File: src/rtl/hyperbus_arbiter.sv
// Two-port round-robin arbiter and burst sequencer in front of the HyperBus leader controller.
// Drives the hold-high wrq/rrq handshake for exactly len words, then enforces an idle gap.
`timescale 1ns/1ps
module hyperbus_arbiter #(
  parameter int DW          = 16,
  parameter int ADDR_LENGTH = 32,
  parameter int LEN_W       = 8,
  parameter int GAP_COUNT   = 4,
  parameter int TIMEOUT     = 64
) (
  input  logic                   clk,
  input  logic                   rstn,
  input  logic                   p0_req,
  input  logic                   p0_we,
  input  logic                   p0_reg,
  input  logic [ADDR_LENGTH-1:0] p0_adr,
  input  logic [LEN_W-1:0]       p0_len,
  output logic                   p0_ack,
  input  logic [DW-1:0]          p0_wdat,
  input  logic [DW/8-1:0]        p0_wmask,
  output logic                   p0_wready,
  output logic [DW-1:0]          p0_rdat,
  output logic                   p0_rvalid,
  output logic                   p0_done,
  output logic                   p0_err,
  input  logic                   p1_req,
  input  logic                   p1_we,
  input  logic                   p1_reg,
  input  logic [ADDR_LENGTH-1:0] p1_adr,
  input  logic [LEN_W-1:0]       p1_len,
  output logic                   p1_ack,
  input  logic [DW-1:0]          p1_wdat,
  input  logic [DW/8-1:0]        p1_wmask,
  output logic                   p1_wready,
  output logic [DW-1:0]          p1_rdat,
  output logic                   p1_rvalid,
  output logic                   p1_done,
  output logic                   p1_err,
  output logic [ADDR_LENGTH-1:0] ctl_adr,
  output logic                   ctl_reg,
  output logic [DW-1:0]          ctl_dat,
  output logic [DW/8-1:0]        ctl_mask,
  output logic                   ctl_wrq,
  output logic                   ctl_rrq,
  input  logic                   ctl_ready,
  input  logic                   ctl_valid,
  input  logic [DW-1:0]          ctl_rdat
);
  localparam int MW = DW / 8;
  localparam int SW = $clog2(TIMEOUT + 1);
  localparam int GW = (GAP_COUNT > 1) ? $clog2(GAP_COUNT) : 1;

  typedef enum logic [2:0] {S_IDLE, S_ARB, S_WRITE, S_READ, S_GAP} state_t;
  state_t state_reg, state_next;

  logic [1:0]                  req, we, rg;
  logic [1:0][ADDR_LENGTH-1:0] adr;
  logic [1:0][LEN_W-1:0]       len;
  logic [1:0][DW-1:0]          wdat, rdat;
  logic [1:0][MW-1:0]          wmask;
  logic [1:0]                  ack, wready, rvalid, done, err;

  logic                   rr_reg, gnt_reg, sel, any_req;
  logic [ADDR_LENGTH-1:0] adr_reg;
  logic                   reg_reg;
  logic [LEN_W-1:0]       len_reg, beat_reg;
  logic [SW-1:0]          stall_reg;
  logic [GW-1:0]          gap_reg;
  logic                   wrq_reg, rrq_reg;
  logic                   last_beat, timed_out, wr_take, rd_take;

  assign req   = {p1_req, p0_req};
  assign we    = {p1_we, p0_we};
  assign rg    = {p1_reg, p0_reg};
  assign adr   = {p1_adr, p0_adr};
  assign len   = {p1_len, p0_len};
  assign wdat  = {p1_wdat, p0_wdat};
  assign wmask = {p1_wmask, p0_wmask};

  assign {p1_ack, p0_ack}       = ack;
  assign {p1_wready, p0_wready} = wready;
  assign {p1_rvalid, p0_rvalid} = rvalid;
  assign {p1_done, p0_done}     = done;
  assign {p1_err, p0_err}       = err;
  assign p0_rdat                = rdat[0];
  assign p1_rdat                = rdat[1];

  assign ctl_adr = adr_reg;
  assign ctl_reg = reg_reg;
  assign ctl_wrq = wrq_reg;
  assign ctl_rrq = rrq_reg;

  always_comb begin
    any_req   = |req;
    sel       = (&req) ? rr_reg : req[1];
    last_beat = (beat_reg == len_reg);
    timed_out = (stall_reg == SW'(TIMEOUT));
    wr_take   = (state_reg == S_WRITE) && ctl_ready && !last_beat;
    rd_take   = (state_reg == S_READ) && ctl_valid && !last_beat && !timed_out;
  end

  always_ff @(posedge clk or negedge rstn) begin
    if (!rstn) state_reg <= S_IDLE;
    else       state_reg <= state_next;
  end

  always_comb begin
    state_next = state_reg;
    case (state_reg)
      S_IDLE:  if (any_req) state_next = S_ARB;
      // A request withdrawn before the grant cycle simply returns to IDLE.
      S_ARB:   state_next = !any_req ? S_IDLE : (we[sel] ? S_WRITE : S_READ);
      S_WRITE: if (last_beat) state_next = S_GAP;
      S_READ:  if (last_beat || timed_out) state_next = S_GAP;
      S_GAP:   if (gap_reg == GW'(GAP_COUNT - 1)) state_next = S_IDLE;
      default: state_next = S_IDLE;
    endcase
  end

  always_comb begin
    ack      = '0;
    wready   = '0;
    rvalid   = '0;
    done     = '0;
    err      = '0;
    ctl_dat  = '0;
    ctl_mask = '1;
    ack[sel]        = (state_reg == S_ARB) && any_req;
    wready[gnt_reg] = wr_take;
    rvalid[gnt_reg] = rd_take;
    done[gnt_reg]   = ((state_reg == S_WRITE) && last_beat) ||
                      ((state_reg == S_READ) && (last_beat || timed_out));
    err[gnt_reg]    = (state_reg == S_READ) && timed_out && !last_beat;
    // Overrun slots past the last word are fully masked so the controller writes nothing.
    if ((state_reg == S_WRITE) && !last_beat) begin
      ctl_dat  = wdat[gnt_reg];
      ctl_mask = wmask[gnt_reg];
    end
  end

  genvar gi;
  generate
    for (gi = 0; gi < 2; gi++) begin : g_rdat
      assign rdat[gi] = ((state_reg == S_READ) && (gnt_reg == 1'(gi))) ? ctl_rdat : '0;
    end
  endgenerate

  always_ff @(posedge clk or negedge rstn) begin
    if (!rstn) begin
      rr_reg    <= 1'b0;
      gnt_reg   <= 1'b0;
      adr_reg   <= '0;
      reg_reg   <= 1'b0;
      len_reg   <= '0;
      beat_reg  <= '0;
      stall_reg <= '0;
      gap_reg   <= '0;
      wrq_reg   <= 1'b0;
      rrq_reg   <= 1'b0;
    end else begin
      case (state_reg)
        S_ARB: if (any_req) begin
          gnt_reg   <= sel;
          rr_reg    <= ~sel;
          adr_reg   <= adr[sel];
          reg_reg   <= rg[sel];
          len_reg   <= (len[sel] == '0) ? LEN_W'(1) : len[sel];
          beat_reg  <= '0;
          stall_reg <= '0;
          gap_reg   <= '0;
          wrq_reg   <= we[sel];
          rrq_reg   <= ~we[sel];
        end
        S_WRITE: if (wr_take) begin
          beat_reg <= beat_reg + LEN_W'(1);
          if (beat_reg + LEN_W'(1) == len_reg) wrq_reg <= 1'b0;
        end
        S_READ: begin
          if (rd_take) begin
            beat_reg  <= beat_reg + LEN_W'(1);
            stall_reg <= '0;
            if (beat_reg + LEN_W'(1) == len_reg) rrq_reg <= 1'b0;
          end else if (!last_beat && !timed_out) begin
            stall_reg <= stall_reg + SW'(1);
            if (stall_reg + SW'(1) == SW'(TIMEOUT)) rrq_reg <= 1'b0;
          end
        end
        S_GAP: gap_reg <= gap_reg + GW'(1);
        default: ;
      endcase
    end
  end
endmodule

File: config.mk
export PLATFORM = sky130hd
export DESIGN_NAME = hyperbus_arbiter
export DESIGN_NICKNAME = d
export VERILOG_FILES = /design/src/rtl/hyperbus_arbiter.sv
export SDC_FILE = /design/constraint.sdc
export NUM_CORES = 1
export LEC_CHECK = 0
export CORE_AREA = 5 5 108 110
export CTS_CLUSTER_SIZE = 14
export DETAILED_ROUTE_END_ITERATION = 8
export DIE_AREA = 0 0 113 115
export PLACE_DENSITY = 0.93
export SETUP_SLACK_MARGIN = 0.3
export SYNTH_ARGS = -nofsm -noshare
export SYNTH_HDL_FRONTEND = slang
export SYNTH_SLANG_ARGS = --single-unit
File: constraint.sdc
create_clock -name clk -period 3.5 [get_ports clk]
set_clock_uncertainty 0.1 [all_clocks]
set_input_delay 0.35 -clock clk [delete_from_list [all_inputs] [get_ports clk]]
set_output_delay 0.35 -clock clk [all_outputs]
set_load 0.02 [all_outputs]
==> results.rst, run 1 <==
.. list-table::
   :header-rows: 1

   * - Metric
     - Value
   * - Cell type with the highest aggregate area in the netlist
     - dfrtp_1
   * - Net count after synthesis
     - approximately 630
   * - Cell with the most instances after synthesis
     - dfrtp_1
   * - Via count of the routed design
     - 4640
   * - RSZ-0062 raised after global routing
     - false
   * - Kind of path behind the tightest hold check
     - input pin to asynchronous set/reset pin
   * - Clock-pin slew reported for the worst setup and hold paths after clock tree synthesis
     - 0.07 ns
   * - I/O pin cnt
     - 237
   * - Area of the multi-input gates
     - 0.00237 mm^2
   * - Number of levels in the clock H-tree
     - 3
   * - Worst-Skew Late Latency
     - 0.34 ns
   * - First-pass GRT wire length
     - 24100 um
   * - List of most frequent post-synthesis cells
     - dfrtp_1, nand2_1, o21ai_1, nor2_1, and2_1
   * - Portion of the post-synthesis area used by sequential elements
     - 0.392
   * - Number of enable flip-flop cells after synthesis
     - 0
   * - Max Buffers Root-to-Sink
     - 2
   * - DRT Pass-1 Iters
     - 5
   * - Setup TNS
     - 0 ns
   * - Outcome
     - finished, final reports clean
   * - Worst vdd rail ir drop
     - 0.000421 V
   * - Tcrit/Tclk final
     - 0.882
   * - Pin count of the biggest net entering global routing
     - 58
   * - Maximum operating frequency
     - roughly 0.32 GHz
   * - Total grt overflow
     - 0
   * - Total wire length after detailed routing
     - approximately 16000 um
   * - Area growth from synthesis to layout
     - 64.5%
   * - Number of inserted diodes
     - 0
   * - Final layout net count
     - 851
   * - Area of the die
     - 0.0130 mm^2
   * - Total core area
     - 0.0106 mm^2
   * - Switch share
     - 0.455
   * - Arrival time of data at the critical path endpoint
     - 2.64 ns
   * - Hold violation total from the final report
     - 0
   * - Top cells by area in the synthesized netlist
     - dfrtp_1, mux2i_1, a22oi_1
   * - Sequential Area
     - 0.00163 mm^2
   * - Number of fillers in the final layout
     - 858
   * - Portion of total power attributed to combinational logic
     - 0.628
   * - Final design area excluding fillers
     - approximately 0.007 mm^2
   * - Via count of the first global-routing pass
     - 4688
   * - Fin. max-slew vios
     - 0
   * - GRT Util Overall
     - 0.233
   * - Worst path cell trace
     - nor2b_1 -> nand2_1 -> nor2_1 -> buf_4 -> and2_1 -> clkdlybuf4s50_1
   * - Nature of the critical path startpoint
     - flip-flop
   * - Number of max-capacitance violations reported
     - 0
   * - Critical path's slowest cell
     - dfrtp_1
   * - Relative max-transition margin
     - 0.283
   * - Required time of the worst setup path
     - 3.05 ns
   * - Clock net sink count
     - 65
   * - Share of total power in sequential cells
     - 0.256
   * - Number of setup violations in the final report
     - 0
   * - Initial Utilization
     - 0.392
   * - Clock power share
     - 0.116
   * - Synth Cell Area
     - 0.00415 mm^2
   * - Max reg flops
     - 32
   * - Worst Max-Slew Pin Slew
     - ~1.1 ns
   * - Placed Instance Area
     - 0.00661 mm^2
   * - Die Span X
     - 113 um
   * - Critical path start-end classification
     - flip-flop to primary output
   * - Post-DRT Antenna Nets
     - 0
   * - Antenna violations before repair
     - 0
   * - Switching pwr
     - 2470 uW
   * - Syn Area/Cell
     - 8.60 um^2
   * - DR iter-0 viols
     - about 270
   * - Setup slack of the most critical reg-to-reg path
     - 0.88 ns
   * - Nature of the critical path endpoint
     - primary output
   * - Main flop type after synthesis
     - dfrtp_1
   * - Root buffer selected by CTS
     - clkbuf_8
   * - Power Dens Cells
     - 795 mW/mm^2
   * - Cell count of the worst reg-to-reg path
     - 6
   * - Count of hold-fix buffers inserted at cts
     - 0
   * - Worst stage delay on the critical path
     - between 0.6 and 0.7 ns
   * - Standard-cell rows
     - 38
   * - Count of state elements after synthesis
     - 65
   * - Avg Vias per Cell
     - 5.47
   * - Final critical path time including I/O delays and setup
     - around 3.1 ns
   * - Wire per inst
     - 18.5 um
   * - DRC violations left
     - 0
   * - TritonCTS clock tree
     - yes
   * - Detailed placer's ending HPWL
     - 12300 um
   * - Number of distinct standard cells referenced by the synthesized netlist
     - slightly below 60
   * - Max FO, Critical Path
     - 16
   * - Count of buffers inserted at the top-level ports
     - 236
   * - Internal power consumption
     - 2960 uW
   * - Yosys warns
     - 0
   * - Area share of the largest cell type after synthesis
     - 0.392
   * - Number of buffers created by CTS
     - 9
   * - Height of the die
     - 115 um
   * - Cells after Synth
     - 483
   * - Leakage Power
     - 0.00286 uW
   * - Capturing point of the worst reg2reg path
     - ctl_rrq$_DFFE_PN0P_
   * - Share of flip-flops with an asynchronous set or reset
     - 1.00
   * - Gp weighted congestion
     - 0.954
   * - Fraction of layout cells with a size suffix above 1
     - 0.0579
   * - Startpoint of the worst register-to-register path
     - state_reg[0]$_DFFE_PN0P_
-- placed cells by master (no fill, tap or decap), types with 4 or more instances in the layout --
cell	netlist	routed
xor2_1	7	7
o21ai_0	8	8
a22o_1	5	5
nor3_1	7	7
nor2_1	38	37
clkbuf_8	0	10
mux2i_1	28	28
o21ai_1	44	44
nand2_1	63	62
ha_1	4	4
dfrtp_1	65	64
buf_4	2	10
a31oi_1	11	11
nand2b_1	5	5
clkdlybuf4s50_1	0	233
nand3_1	13	13
a22oi_1	35	35
and2_1	37	37
a21oi_1	14	14
inv_1	10	10
-- worst max-delay path by stage --
stage                             start           to  slack (ns)
5_1_grt         beat_reg[5]$_DFFE_PN0P_  ctl_dat[15]        0.31
2_1_floorplan  state_reg[2]$_DFFE_PN0P_       p0_ack        1.11
4_1_cts        state_reg[1]$_DFFE_PN0P_    p1_wready        0.34
3_3_place_gp   stall_reg[3]$_DFFE_PN0P_      p1_done        0.59
6_report       state_reg[1]$_DFFE_PN0P_  p1_rdat[15]        0.41
3_5_place_dp    beat_reg[4]$_DFFE_PN0P_   ctl_dat[8]        0.50
-- what timing repair did --
item | in CTS | in global routing
pin swaps | 1 | 0
gates resized for setup | 5 | 5
buffers inserted | 1 | 0
endpoints found under the setup margin | 18 | 20
-- kinds of logic (layout without fill, tap and decap cells) --
group / count (synthesis) / in the layout / synth area share
muxes: 28 / 28 / 0.0675
and+or+nand+nor: 189 / 189 / 0.229
AOI/OAI and AO/OA: 140 / 140 / 0.227
xor gates and xnor gates: 12 / 12 / 0.0271
adders and majority gates: 4 / 4 / 0.0121
buffers and inverters: 45 / 270 / 0.0461
DFF: 65 / 65 / 0.392
-- cell type report --
type	count	share of cell area
repair buffers	246	0.356
clock inverters	4	0.00659
inverters	10	0.00549
flip-flops and latches	65	0.238
multi-input cells	373	0.348
well taps	140	0.0256
clock buffers	10	0.0201
-- power by group through the flow --
stage               combinational [uW]  clock [uW]  sequential, uW
floorplan                         1810           0            1510
global placement                  3310           0            1360
detailed placement                3380           0            1390
CTS                               3410         639            1380
global route                      3680         664            1440
finish                            3410         628            1390
-- metal layers --
layer / global-route usage / vias up / wire length [um]
met2: 0.415 / 270 / 7680
met1: 0.254 / 2161 / 5810
met5: 0 / - / 0
met3: 0.0800 / 31 / 1790
met4: 0.0938 / 0 / 438
li1: - / 2178 / -
-- metrics by stage --
step | worst slack (ns) | hold WS (ns) | power [uW] | util | cells
2_1_floorplan | 1.11 | -0.0456 | 3330 | - | 483
3_3_place_gp | 0.586 | 0.366 | 4680 | 0.624 | 833
3_5_place_dp | 0.498 | 0.377 | 4770 | 0.624 | 833
4_1_cts | 0.339 | 0.132 | 5430 | 0.643 | 848
5_1_grt | 0.314 | 0.191 | 5780 | 0.644 | 848
6_report | 0.413 | 0.107 | 5430 | 0.644 | 848
-- critical path: cells and delay by family (launching register included) --
kind | cells | cell delay [ns]
flops | 1 | 0.67
simple gates | 4 | 0.80
buf+inv | 2 | 0.82
(Power assumes the default switching activity.)
==> inputs of run 2 (changes only) <==
Settings changed: CORE_AREA 5 5 108 110 to 5 5 106 108, DIE_AREA 0 0 113 115 to 0 0 111 113, PLACE_DENSITY 0.93 to 0.95.
==> run 2 against run 1 <==
Design area down 0.15%. Global-route usage about the same. Critical endpoint is now p1_done. Power fell by 1.2%. Die area decreased by 3.5%. Clock power down 6.4%. Utilization grew 2.9 points. Hold slack got worse by 0.016 ns. Register-to-register slack worse by 0.04 ns. Sequential share of layout area is essentially flat. Sequential power about the same. Fmax shrank 1.2%. Combinational power about the same. Highest routed layer unchanged.
==> results.rst, run 2 (synthesis results as in run 1) <==
.. list-table::
   :header-rows: 1

   * - Metric
     - Value
   * - Fraction of layout cells with a size suffix above 1
     - 0.0606
   * - RSZ-0062 raised after global routing
     - true
   * - Power Dens Cells
     - 786 mW/mm^2
   * - Number of inserted diodes
     - 0
   * - Final critical path time including I/O delays and setup
     - 3.12 ns
   * - Clock-pin slew reported for the worst setup and hold paths after clock tree synthesis
     - 0.09 ns
   * - Root buffer selected by CTS
     - clkbuf_8
   * - DRT Pass-1 Iters
     - 5
   * - TritonCTS clock tree
     - yes
   * - Worst-Skew Late Latency
     - between 0.3 and 0.4 ns
   * - Number of fillers in the final layout
     - 761
   * - I/O pin cnt
     - 237
   * - Required time of the worst setup path
     - slightly above 3 ns
   * - Height of the die
     - 113 um
   * - Critical path start-end classification
     - flip-flop to primary output
   * - Max reg flops
     - 32
   * - Final core area utilization
     - 0.673
   * - Max FO, Critical Path
     - 7
   * - First-pass GRT wire length
     - 23800 um
   * - Via count of the first global-routing pass
     - 4770
   * - Most common cell after layout, fill and taps aside
     - clkdlybuf4s50_1
   * - Fin. max-slew vios
     - 0
   * - Worst vdd rail ir drop
     - 0.000415 V
   * - Total wire length after detailed routing
     - 15000 um
   * - DR iter-0 viols
     - 470
   * - Placed Instance Area
     - 0.00661 mm^2
   * - Via count of the routed design
     - 4620
   * - Nature of the critical path startpoint
     - flip-flop
   * - Leakage Power
     - 0.00283 uW
   * - Hold violation total from the final report
     - 0
   * - Standard-cell rows
     - 37
   * - Number of setup violations in the final report
     - 0
   * - Leading cell types in the layout, fill and taps excluded
     - clkdlybuf4s50_1, dfrtp_1, nand2_1
   * - Area of the die
     - 0.0125 mm^2
   * - Outcome
     - finished, final reports clean
   * - GRT Util Overall
     - 0.233
   * - Tcrit/Tclk final
     - 0.893
   * - Total power consumption of the routed design
     - 5360 uW
   * - Number of buffers created by CTS
     - 9
   * - Avg Vias per Cell
     - 5.46
   * - Number of max-capacitance violations reported
     - 0
   * - Total core area
     - between 0.01 and 0.015 mm^2
   * - Hold WS
     - 0.0906 ns
   * - Gp weighted congestion
     - 0.935
   * - Count of hold-fix buffers inserted at cts
     - 0
   * - Nature of the critical path endpoint
     - primary output
   * - Worst Max-Slew Pin Slew
     - 1.05 ns
   * - Number of levels in the clock H-tree
     - 3
   * - Area growth from synthesis to layout
     - 64.3%
   * - Max Buffers Root-to-Sink
     - 2
   * - Antenna violations before repair
     - 0
   * - Kind of path behind the tightest hold check
     - input pin to asynchronous set/reset pin
   * - Detailed placer's ending HPWL
     - 11800 um
   * - Pin count of the biggest net entering global routing
     - 58
   * - Total grt overflow
     - 0
   * - Post-DRT Antenna Nets
     - 0
   * - Final design area excluding fillers
     - around 0.0068 mm^2
   * - DRC violations left
     - 0
   * - Initial Utilization
     - 0.410
   * - Setup TNS
     - 0 ns
   * - Arrival time of data at the critical path endpoint
     - 2.67 ns
   * - Clock net sink count
     - 65
   * - Relative max-transition margin
     - 0.302
   * - Maximum operating frequency
     - 0.320 GHz
   * - Die Span X
     - 111 um
   * - Count of buffers inserted at the top-level ports
     - ~240
   * - Wire per inst
     - between 15 and 20 um
   * - Final layout net count
     - 851
==> run 2: worst max-delay path, stage by stage (launching register included) <==
cell	delay [ns]
dfrtp_1	0.45
or4b_4	0.60
nor2_4	0.22
nand2_1	0.11
a21o_1	0.24
nor2_1	0.10
clkdlybuf4s50_1	0.61
==> run 2: per-stage QoR <==
| stage | setup WS, ns | cells |
|---|---|---|
| finish | 0.375 | 846 |
| global route | 0.197 | 846 |
| CTS | 0.320 | 846 |
| detailed placement | 0.514 | 829 |
| global placement | 0.601 | 829 |
| floorplan | 1.11 | 483 |
==> run 2: cell type report <==
cell class | count | area (um^2) | share of cell area
Timing Repair Buffer | 246 | 2430 | 0.356
Multi-Input combinational cell | 373 | 2380 | 0.349
Sequential cell | 65 | 1630 | 0.239
Tap cell | 136 | 170 | 0.0249
Clock buffer | 9 | 124 | 0.0182
Clock inverter | 7 | 52.6 | 0.00770
Inverter | 10 | 37.5 | 0.00550
==> run 2: path summary, 6_finish.rpt <==
check                                         start                 endpoint  depth (start not counted)  slack [ns]
max in group asynchronous                      rstn  beat_reg[2]$_DFFE_PN0P_                          2        2.37
min in group clk                gnt_reg$_DFFE_PN0P_      gnt_reg$_DFFE_PN0P_                          1        0.38
setup / recovery           stall_reg[3]$_DFFE_PN0P_                  p1_done                          6        0.38
hold / removal                                 rstn   len_reg[4]$_DFFE_PN0P_                          1        0.09
hold reg to reg                 gnt_reg$_DFFE_PN0P_      gnt_reg$_DFFE_PN0P_                          1        0.38
setup reg to reg           state_reg[0]$_DFFE_PN0P_      ctl_rrq$_DFFE_PN0P_                          6        0.84
==> run 2: metal layers <==
layer / share of wire / vias to the layer above / GRT usage / wire length [um]
met1: 0.40 / 2159 / 0.270 / 5920
met5: 0 / - / 0 / 0
met3: 0.083 / 34 / 0.0583 / 1240
met2: 0.49 / 247 / 0.413 / 7370
met4: 0.030 / 0 / 0.0952 / 442
li1: - / 2180 / - / -
==> run 2: where the power goes <==
part | switching, uW | leakage, uW | total [uW] | internal [uW]
logic | 1860 | 0.00193 | 3400 | 1540
registers | 298 | 0.000807 | 1370 | 1070
clock network | 327 | 0.0000900 | 588 | 262
total | 2490 | 0.00283 | 5360 | 2880
==> run 2: what timing repair did <==
action / in CTS / in global routing
pin swaps: 1 / 0
setup buffers: 1 / 0
setup endpoints to repair: 34 / 37
resized for setup: 4 / 6
